## src/rtl/sobel_window_ctrl.sv

```systemverilog
// sobel_window_ctrl
// Sequences a 3x3 Sobel window over a raster-order pixel stream. Tracks the
// row/column of the incoming pixel, drives the register-array shift enable and
// the two line-buffer FIFO enables, and presents each complete window position
// to the gradient stage under a valid/ready handshake. Clears the line buffers
// between frames and recovers from a start-of-frame that arrives mid-frame.
module sobel_window_ctrl #(
  parameter int IMG_W = 640,
  parameter int IMG_H = 480,
  parameter int CW    = $clog2(IMG_W),
  parameter int RW    = $clog2(IMG_H)
) (
  input  logic          clk,
  input  logic          rst_n,
  input  logic          in_valid,
  input  logic          in_sof,
  output logic          in_ready,
  input  logic          out_ready,
  output logic          shift_en,
  output logic          lb0_wr_en,
  output logic          lb0_rd_en,
  output logic          lb1_wr_en,
  output logic          lb1_rd_en,
  output logic          lb_clr,
  output logic          win_valid,
  output logic [RW-1:0] win_row,
  output logic [CW-1:0] win_col,
  output logic          win_last,
  output logic          frame_done,
  output logic          err_sof
);

  typedef enum logic [2:0] {
    IDLE  = 3'd0,
    FILL  = 3'd1,
    RUN   = 3'd2,
    DRAIN = 3'd3,
    CLR   = 3'd4
  } state_t;

  localparam logic [CW-1:0] COL_ZERO = CW'(0);
  localparam logic [CW-1:0] COL_ONE  = CW'(1);
  localparam logic [CW-1:0] COL_TWO  = CW'(2);
  localparam logic [CW-1:0] COL_LAST = CW'(IMG_W - 1);
  localparam logic [RW-1:0] ROW_ZERO = RW'(0);
  localparam logic [RW-1:0] ROW_ONE  = RW'(1);
  localparam logic [RW-1:0] ROW_TWO  = RW'(2);
  localparam logic [RW-1:0] ROW_LAST = RW'(IMG_H - 1);

  state_t          state_r;
  state_t          state_nxt_s;
  logic [RW-1:0]   row_r;
  logic [RW-1:0]   row_nxt_s;
  logic [CW-1:0]   col_r;
  logic [CW-1:0]   col_nxt_s;
  logic            done_flag_r;
  logic            done_flag_nxt_s;
  logic            err_sof_r;

  logic            in_frame_s;
  logic            at_origin_s;
  logic            sof_abort_s;
  logic            in_ready_s;
  logic            accept_s;
  logic            take_s;
  logic [RW-1:0]   pix_row_s;
  logic [CW-1:0]   pix_col_s;
  logic            col_last_s;
  logic            row_last_s;
  logic            frame_end_s;
  logic            win_hit_s;

  // Handshake decode: readiness, mid-frame SOF detection and the position of the pixel being taken.
  always_comb begin
    in_frame_s  = (state_r == FILL) || (state_r == RUN);
    at_origin_s = (row_r == ROW_ZERO) && (col_r == COL_ZERO);
    // A new SOF anywhere but the frame origin aborts the frame; the pixel is left pending.
    sof_abort_s = in_valid & in_sof & in_frame_s & ~at_origin_s;
    case (state_r)
      IDLE:      in_ready_s = 1'b1;
      FILL, RUN: in_ready_s = ~sof_abort_s & (~win_valid | out_ready);
      default:   in_ready_s = 1'b0;
    endcase
    accept_s = in_valid & in_ready_s;
    // In IDLE only a SOF pixel enters the datapath; everything else is swallowed.
    take_s   = accept_s & (in_frame_s | in_sof);
    if (in_frame_s) begin
      pix_row_s = row_r;
      pix_col_s = col_r;
    end else begin
      pix_row_s = ROW_ZERO;
      pix_col_s = COL_ZERO;
    end
    col_last_s  = (pix_col_s == COL_LAST);
    row_last_s  = (pix_row_s == ROW_LAST);
    frame_end_s = take_s & col_last_s & row_last_s;
    win_hit_s   = take_s & (pix_row_s >= ROW_TWO) & (pix_col_s >= COL_TWO);
  end

  assign in_ready  = in_ready_s;
  assign shift_en  = take_s;
  assign lb0_wr_en = take_s;
  assign lb0_rd_en = take_s & (pix_row_s != ROW_ZERO);
  assign lb1_wr_en = take_s & (pix_row_s != ROW_ZERO);
  assign lb1_rd_en = take_s & (pix_row_s >= ROW_TWO);
  assign lb_clr    = (state_r == CLR);
  assign err_sof   = err_sof_r | sof_abort_s;

  // Next-state and row/column counter update.
  always_comb begin
    state_nxt_s     = state_r;
    row_nxt_s       = row_r;
    col_nxt_s       = col_r;
    done_flag_nxt_s = done_flag_r;
    case (state_r)
      IDLE: begin
        if (take_s) begin
          row_nxt_s   = ROW_ZERO;
          col_nxt_s   = COL_ONE;
          state_nxt_s = FILL;
        end else begin
          row_nxt_s = ROW_ZERO;
          col_nxt_s = COL_ZERO;
        end
      end
      FILL, RUN: begin
        if (sof_abort_s) begin
          state_nxt_s     = CLR;
          done_flag_nxt_s = 1'b0;
          row_nxt_s       = ROW_ZERO;
          col_nxt_s       = COL_ZERO;
        end else if (take_s) begin
          if (frame_end_s) begin
            // Park the counters at zero so they never exceed the frame height.
            state_nxt_s = DRAIN;
            row_nxt_s   = ROW_ZERO;
            col_nxt_s   = COL_ZERO;
          end else if (col_last_s) begin
            col_nxt_s = COL_ZERO;
            row_nxt_s = pix_row_s + ROW_ONE;
            if (pix_row_s == ROW_ONE) begin
              state_nxt_s = RUN;
            end else begin
              state_nxt_s = state_r;
            end
          end else begin
            col_nxt_s = pix_col_s + COL_ONE;
          end
        end else begin
          state_nxt_s = state_r;
        end
      end
      DRAIN: begin
        if (win_valid && out_ready) begin
          state_nxt_s     = CLR;
          done_flag_nxt_s = 1'b1;
        end else begin
          state_nxt_s = DRAIN;
        end
      end
      CLR: begin
        state_nxt_s     = IDLE;
        done_flag_nxt_s = 1'b0;
        row_nxt_s       = ROW_ZERO;
        col_nxt_s       = COL_ZERO;
      end
      default: begin
        state_nxt_s     = IDLE;
        done_flag_nxt_s = 1'b0;
        row_nxt_s       = ROW_ZERO;
        col_nxt_s       = COL_ZERO;
      end
    endcase
  end

  // State, counters and the frame-complete flag.
  always_ff @(posedge clk) begin
    if (!rst_n) begin
      state_r     <= IDLE;
      row_r       <= ROW_ZERO;
      col_r       <= COL_ZERO;
      done_flag_r <= 1'b0;
    end else begin
      state_r     <= state_nxt_s;
      row_r       <= row_nxt_s;
      col_r       <= col_nxt_s;
      done_flag_r <= done_flag_nxt_s;
    end
  end

  // Window descriptor: loaded on a qualifying pixel, held until the gradient stage takes it.
  always_ff @(posedge clk) begin
    if (!rst_n) begin
      win_valid <= 1'b0;
      win_row   <= ROW_ZERO;
      win_col   <= COL_ZERO;
      win_last  <= 1'b0;
    end else if (win_hit_s) begin
      win_valid <= 1'b1;
      win_row   <= pix_row_s - ROW_ONE;
      win_col   <= pix_col_s - COL_ONE;
      win_last  <= row_last_s & col_last_s;
    end else if (sof_abort_s || out_ready) begin
      win_valid <= 1'b0;
    end else begin
      win_valid <= win_valid;
    end
  end

  // Frame-done pulse after the clear cycle of a completed frame, and the sticky SOF error.
  always_ff @(posedge clk) begin
    if (!rst_n) begin
      frame_done <= 1'b0;
      err_sof_r  <= 1'b0;
    end else begin
      frame_done <= (state_r == CLR) & done_flag_r;
      err_sof_r  <= err_sof_r | sof_abort_s;
    end
  end

endmodule

```

## config.mk

```make
export PLATFORM = sky130hd
export DESIGN_NAME = sobel_window_ctrl
export DESIGN_NICKNAME = d
export VERILOG_FILES = /design/src/rtl/sobel_window_ctrl.sv
export SDC_FILE = /design/constraint.sdc
export NUM_CORES = 1
export LEC_CHECK = 0
export ABC_AREA = 1
export CAP_MARGIN = 30
export CORE_MARGIN = 2
export CORE_UTILIZATION = 64
export CTS_BUF_LIST = sky130_fd_sc_hd__clkbuf_4 sky130_fd_sc_hd__clkbuf_8 sky130_fd_sc_hd__clkbuf_16
export CTS_CLUSTER_DIAMETER = 200
export DETAILED_ROUTE_END_ITERATION = 10
export DONT_BUFFER_PORTS = 1
export HOLD_SLACK_MARGIN = 0.08
export PLACE_DENSITY = 0.91
export SLEW_MARGIN = 30
export SYNTH_ARGS = -nofsm -noshare
export SYNTH_HDL_FRONTEND = slang
export SYNTH_SLANG_ARGS = --single-unit
```

## constraint.sdc

```tcl
create_clock -name clk -period 3.08 [get_ports clk]
set_clock_uncertainty 0.2 [all_clocks]
set_input_delay 0.462 -clock clk [delete_from_list [all_inputs] [get_ports clk]]
set_output_delay 0.462 -clock clk [all_outputs]
set_load 0.05 [all_outputs]
```

==> key figures, run 1 <==
Timing
  • Maximum frequency from static timing analysis: between 300 and 400 MHz
  • Share of the cycle needed by the critical path after routing: between 90% and 100%
  • Final Hold Viols: 0
  • Final critical delay including setup and external delays: around 3.0 ns
  • Actual transition at the worst max-transition pin: between 0.5 and 0.6 ns
  • Final count of negative-setup-slack endpoints: 0
  • Number of max-slew violations in the final report: 0
  • Setup total negative slack: 0 ns
  • RSZ-0062 raised after global routing: false
  • Headroom to the max-slew limit: 61.44%

Logic synthesis
  • Count of yosys warnings during synthesis: 0
  • Area share of the largest cell type after synthesis: 30.91%
  • Netlist area before placement: a little under 3000 µm²
  • Biggest area consumer among synthesized cells: dfxtp_1
  • Number of instances in the synthesized netlist: 439
  • Portion of the post-synthesis area used by sequential elements: about 30%
  • Count of different cell masters after synthesis: 39
  • List of most frequent post-synthesis cells: 100 x nor2_1, 66 x nand2_1, 47 x inv_1, 46 x dfxtp_1, 25 x nand3_1
  • Number of enable-type register cells in the synthesized netlist: 0
  • Post-Syn Area per Cell: about 6.8 µm²
  • Syn Nets: about 450
  • Post-synthesis async set-or-reset flop share: 0%
  • Dominant cell by count in the synthesized netlist: nor2_1
  • Synth top area cells: dfxtp_1 31%, nor2_1 13%, nand2_1 8.3%
  • FF+latch count, synth: between 40 and 50
  • Top_reg_cell synth: dfxtp_1

Clocking
  • H-tree depth: 2
  • Number of buffers inserted to repair setup after CTS: 0
  • Clock tree from TritonCTS: built
  • Clk sinks: 46
  • Clock-pin slew reported for the worst setup and hold paths after clock tree synthesis: 0.09 ns
  • Insertion delay to the later sink of the worst-skew pair: 0.30 ns
  • Max clock buf depth: 2
  • CTS Buf Count: 5
  • CTS root buffer: clkbuf_8

Floorplan
  • Die area: approximately 5200 µm²
  • Vertical die dimension: approximately 72 µm
  • Starting density of the core: 67.49%
  • Die width: roughly 72 µm
  • Placeable Area: approximately 4400 µm²
  • Std cell rows: 24
  • Number of top-level design ports: 35

Power
  • Comb pwr share: a little over two fifths
  • Internal power: about 1.0 mW
  • Largest vdd supply drop: between 500 and 600 µV
  • Power share of the clock group: between 20% and 30%
  • Sw power: between 0.8 and 0.9 mW
  • Total leakage power: about 1.4 nW
  • Switching part of the total: 44.49%
  • Power density normalized to cell area: roughly 600 nW/µm²
  • Sequential fraction of design power: approximately a third

Route
  • Number of design-rule violations left by the first detailed-router iteration: 286
  • Remaining DRCs: 0
  • Routed via count divided by cell count: ~5.7
  • Total wire length: a little over 7000 µm
  • Number of detailed-routing iterations run before antenna repair: 5
  • Post-detailed-route count of antenna-violating nets: 0
  • Post-DR wirelength/cell: ~14 µm
  • Total via count in the routed design: ~2800

Cells and area
  • Area Overhead vs Synth: 4.956%
  • Proportion of layout cells with a drive suffix above 1: about 16%
  • Number of inserted diodes: 0
  • Final design area excluding fillers: roughly 3100 µm²
  • Layout Utilization: 70.83%
  • Number of nets in the layout: ~450
  • Fill cell count: 353

Worst setup path
  • Register-to-register path setup slack: around 0.40 ns
  • Worst R2R Path Depth: 16
  • Startpoint of the worst register-to-register path: state_r[1]
  • Worst path required time: ~2.4 ns
  • Kind of start point of the critical path: flop
  • Arrival time at the worst endpoint: 2.32 ns
  • Endpoint type of the worst setup path: primary output
  • Capture instance of the worst register-to-register path: row_r[7]
  • WS Path Type: flop to primary output
  • Critical path fanouts, max: 22

Global route
  • Remaining Overflow, GRT: 0
  • Largest net degree at the start of global routing: 31
  • Number of global-route vias before repair: between 2000 and 3000
  • Overall fraction of global-route tracks in use: approximately 29%
  • First-pass GRT wire length: between 10000 and 15000 µm
  • Initial antenna violation count: 0

Min path
  • Worst Hold Launch: rst_n
  • WHS Endpoint: win_col[2]
  • Hold depth: 2
  • Hold/Removal Path Class: input pin to flop

Place
  • Detailed-placement wirelength estimate: 5166 µm
  • Placed Area: slightly above 3000 µm²
  • Final Wtd Congestion: 0.9559
  • Port Buffer Count: 0

Job
  • Number of maximum-capacitance violations: 0

Run status
  • Run status: complete, no violations
-- worst max path at each step --
stage	depth (start not counted)	slack, ns	endpoint	startpoint
finish	9	0.10	lb1_wr_en	state_r[1]
global route	9	0.004	lb1_wr_en	state_r[0]
CTS	8	0.12	lb1_wr_en	state_r[1]
detailed placement	14	0.42	row_r[7]	state_r[1]
global placement	9	0.55	lb1_rd_en	state_r[1]
floorplan	8	0.19	lb1_wr_en	state_r[1]
-- power groups by stage --
stage / Sequential, mW / Combinational, mW / Clock [mW]
3_5_place_dp: 0.674 / 0.788 / 0
5_1_grt: 0.666 / 0.896 / 0.426
3_3_place_gp: 0.673 / 0.769 / 0
4_1_cts: 0.662 / 0.807 / 0.399
6_report: 0.664 / 0.828 / 0.390
2_1_floorplan: 0.664 / 0.664 / 0
-- layout make-up --
cell class	count	area (µm²)	area share, %
repair buffers	7	67.56	2.161
inverters	55	210.2	6.723
well taps	52	65.06	2.081
clock inverters	1	5.005	0.1601
clock buffers	7	90.09	2.881
flip-flops and latches	46	920.9	29.45
multi-input cells	326	1768	56.54
-- registers in the layout, summed over array words and instances, names as in the netlist --
signal       flops
win_valid        1
frame_done       1
err_sof_r        1
win_col         10
win_last         1
state_r          3
col_r           10
done_flag_r      1
win_row          9
row_r            9
-- cells in the final DEF (no fill, tap or decap), drive strengths merged, types with 2 or more instances in the layout --
cell,Yosys,final
buf,7,6
clkbuf,5,7
xnor2,2,2
dfxtp,46,46
inv,54,54
a21oi,17,17
ha,8,8
a31oi,2,2
nand4,3,3
or2,4,4
clkinv,1,2
xor2,16,16
nand2,83,83
nand3,29,29
nand3b,3,3
nor3,6,6
o21ai,32,32
o22ai,2,2
nor2,115,115
-- metal layers --
layer	GRT usage [%]	share of wire, %
met3	6.111	8.3
met2	50.25	47
met1	35.35	42
met5	0	0
met4	13.21	3.0
-- critical path, cell delays in order (launching register included) --
cell and delay (ns):
dfxtp_1 0.39, inv_1 0.08, nand2_2 0.11, nand3_4 0.29, nor2_1 0.38, nor2_1 0.09
nand2_1 0.12, inv_1 0.09, a41oi_2 0.25, buf_12 0.21
-- cell families (layout without fill, tap and decap cells) --
| group | count (synthesis) | count (layout) | synth area share (%) |
|---|---|---|---|
| xor+xnor | 18 | 18 | 5.292 |
| fa+ha+maj | 8 | 8 | 3.360 |
| flops | 46 | 46 | 30.91 |
| compound gates | 57 | 57 | 10.88 |
| buf+inv | 67 | 70 | 10.08 |
| simple gates | 243 | 243 | 39.48 |
-- what timing repair did --
item                                    CTS  global route
hold buffers                              1             0
endpoints found under the setup margin    0             3
gates resized for setup                   0             1
endpoints found under the hold margin     6             0
-- metrics by stage --
stage | instances | setup slack (ns) | hold slack, ns | total power, mW
3_3_place_gp | 485 | 0.5514 | 0.2309 | 1.443
3_5_place_dp | 485 | 0.4228 | 0.2375 | 1.462
6_report | 494 | 0.1017 | 0.08853 | 1.882
5_1_grt | 494 | 0.004012 | 0.08217 | 1.988
2_1_floorplan | 439 | 0.1889 | 0.2156 | 1.327
4_1_cts | 494 | 0.1198 | 0.08449 | 1.868
(Power assumes the default switching activity.)
==> run 2, diff against run 1 <==
Settings changed: CORE_UTILIZATION 64 to 50, PLACE_DENSITY 0.91 to 0.65.
==> key figures, run 2 (synthesis results as in run 1) <==
Worst setup path
  • Arrival time at the worst endpoint: 2.21 ns (was 2.32 ns)
  • Endpoint type of the worst setup path: primary output (unchanged)
  • Worst path required time: 2.42 ns (about the same)
  • Critical path fanouts, max: 6 (was 22)
  • Register-to-register path setup slack: 0.43 ns (was 0.40 ns)
  • Startpoint of the worst register-to-register path: state_r[1] (unchanged)
  • Kind of start point of the critical path: flop (unchanged)
  • WS Path Type: flop to primary output (unchanged)
  • Capture instance of the worst register-to-register path: row_r[7] (unchanged)
  • Worst R2R Path Depth: 14 (was 16)

Timing
  • Final Hold Viols: 0 (unchanged)
  • Maximum frequency from static timing analysis: 348.0 MHz (was 335.8 MHz)
  • Worst hold slack across all endpoints: 0.08538 ns (was 0.08853 ns)
  • Actual transition at the worst max-transition pin: 0.8599 ns (was 0.5776 ns)
  • Headroom to the max-slew limit: 42.61% (was 61.44%)
  • Number of max-slew violations in the final report: 0 (unchanged)
  • RSZ-0062 raised after global routing: false (unchanged)
  • Final critical delay including setup and external delays: 2.874 ns (was 2.978 ns)
  • Share of the cycle needed by the critical path after routing: 93.30% (was 96.70%)
  • Final count of negative-setup-slack endpoints: 0 (unchanged)
  • Setup total negative slack: 0 ns (unchanged)

Floorplan
  • Die width: 81.19 µm (was 72.23 µm)
  • Vertical die dimension: 81.19 µm (was 72.23 µm)
  • Number of top-level design ports: 35 (unchanged)
  • Placeable Area: 5851 µm² (was 4414 µm²)
  • Die area: 6592 µm² (was 5216 µm²)
  • Std cell rows: 28 (was 24)
  • Starting density of the core: 50.92% (was 67.49%)

Power
  • Internal power: 1.052 mW (was 1.045 mW)
  • Total leakage power: 1.403 nW (was 1.390 nW)
  • Sequential fraction of design power: 35.3% (about the same)
  • Power density normalized to cell area: 587.3 nW/µm² (was 602.0 nW/µm²)
  • Switching part of the total: 43.62% (was 44.49%)
  • Largest vdd supply drop: 425.4 µV (was 533.5 µV)
  • Power share of the clock group: 21.2% (was 20.7%)
  • Comb pwr share: 43.5% (was 44.0%)
  • Sw power: 0.8140 mW (was 0.8375 mW)

Global route
  • Initial antenna violation count: 0 (unchanged)
  • Remaining Overflow, GRT: 0 (unchanged)
  • First-pass GRT wire length: 10960 µm (was 12080 µm)
  • Largest net degree at the start of global routing: 33 (was 31)
  • Overall fraction of global-route tracks in use: 21.64% (was 29.38%)
  • Number of global-route vias before repair: 2418 (was 2774)

Clocking
  • Insertion delay to the later sink of the worst-skew pair: 0.30 ns (about the same)
  • H-tree depth: 2 (unchanged)
  • CTS root buffer: clkbuf_8 (unchanged)
  • Max clock buf depth: 2 (unchanged)
  • Clock-pin slew reported for the worst setup and hold paths after clock tree synthesis: 0.09 ns (about the same)
  • Clock tree from TritonCTS: built (unchanged)
  • Number of buffers inserted to repair setup after CTS: 0 (unchanged)
  • CTS Buf Count: 5 (unchanged)
  • Clk sinks: 46 (unchanged)

Route
  • Routed via count divided by cell count: 5.048 (was 5.706)
  • Post-DR wirelength/cell: 12.81 µm (was 14.43 µm)
  • Total wire length: 6659 µm (was 7129 µm)
  • Number of design-rule violations left by the first detailed-router iteration: 133 (was 286)
  • Number of detailed-routing iterations run before antenna repair: 4 (was 5)
  • Total via count in the routed design: 2625 (was 2819)
  • Post-detailed-route count of antenna-violating nets: 0 (unchanged)
  • Remaining DRCs: 0 (unchanged)

Min path
  • Hold depth: 2 (unchanged)
  • Hold/Removal Path Class: input pin to flop (unchanged)
  • WHS Endpoint: win_row[1] (was win_col[2])
  • Worst Hold Launch: rst_n (unchanged)

Place
  • Final Wtd Congestion: 0.8916 (was 0.9559)
  • Detailed-placement wirelength estimate: 5105 µm (was 5166 µm)
  • Port Buffer Count: 0 (unchanged)

Cells and area
  • Largest registers in the final layout: col_r x10, win_col x10 (unchanged)
  • Commonest non-fill, non-tap cell in the layout: nor2_1 (unchanged)
  • Number of nets in the layout: 457 (was 454)
  • Top library cells by usage in the layout, fill and taps aside: 100 x nor2_1, 66 x nand2_1, 47 x inv_1 (was 99 x nor2_1, 66 x nand2_1, 47 x inv_1)
  • Proportion of layout cells with a drive suffix above 1: 16.18% (was 16.06%)
  • Number of inserted diodes: 0 (unchanged)
  • Layout Utilization: 54.32% (was 70.83%)
  • Area Overhead vs Synth: 6.678% (was 4.956%)

Run status
  • Run status: complete, no violations (unchanged)

Job
  • Number of maximum-capacitance violations: 0 (unchanged)
-- run 2: worst max-delay path, stage by stage, from the launching register on --
cell and delay (ns):
dfxtp_1 0.34, nor2_2 0.17, nand2_1 0.07, nor2_1 0.08
nand3_1 0.13, nand2_2 0.09, nand3_1 0.07, nand2_2 0.14
nand3_4 0.15, inv_1 0.67
-- run 2: power by group through the flow --
stage                     logic [mW]  registers (mW)  clock network, mW
after floorplan                0.664           0.664                  0
after global placement         0.794           0.671                  0
after detailed placement       0.801           0.672                  0
after CTS                      0.808           0.658              0.408
after global routing           0.904           0.664              0.432
final                          0.812           0.659              0.396
-- run 2: how the worst max path moves through the flow --
stage                     from        end  slack [ns]  cells past startpoint
global route        state_r[1]  lb1_rd_en        0.05                      9
detailed placement  state_r[1]   row_r[7]        0.45                     14
finish                col_r[7]   shift_en        0.21                      9
global placement    state_r[1]   row_r[7]        0.48                     14
floorplan           state_r[1]  lb1_wr_en        0.19                      8
CTS                 state_r[1]   shift_en        0.21                      8
-- run 2: final cells by class --
cell class	count	area, µm²
Fill cell	592	2673
Multi-Input combinational cell	326	1765
Sequential cell	46	920.9
Inverter	55	210.2
Tap cell	75	93.84
Timing Repair Buffer	10	92.59
Clock buffer	7	90.09
Clock inverter	1	5.005
-- run 2: stage by stage --
step	setup slack, ns	instances	power (mW)	area [µm²]
3_5_place_dp	0.4470	510	1.473	3063
3_3_place_gp	0.4777	510	1.466	3063
2_1_floorplan	0.1889	439	1.327	2987
5_1_grt	0.04863	520	2.000	3178
4_1_cts	0.2059	520	1.874	3178
6_report	0.2063	520	1.866	3178
-- run 2: metal layers --
layer / wire [µm] / vias up / global-route usage, % / share of wire, %
met5: 0 / - / 0 / 0
met3: 323 / 10 / 4.778 / 4.9
met2: 2874 / 68 / 33.06 / 43
met1: 3345 / 1154 / 29.27 / 50
li1: - / 1393 / - / -
met4: 116 / 0 / 9.153 / 1.7
-- run 2: repair_timing --
action                                 in CTS  in global routing
resized for setup                           0                  0
setup endpoints to repair                   0                  0
hold buffers                                2                  0
endpoints found under the hold margin       4                  0
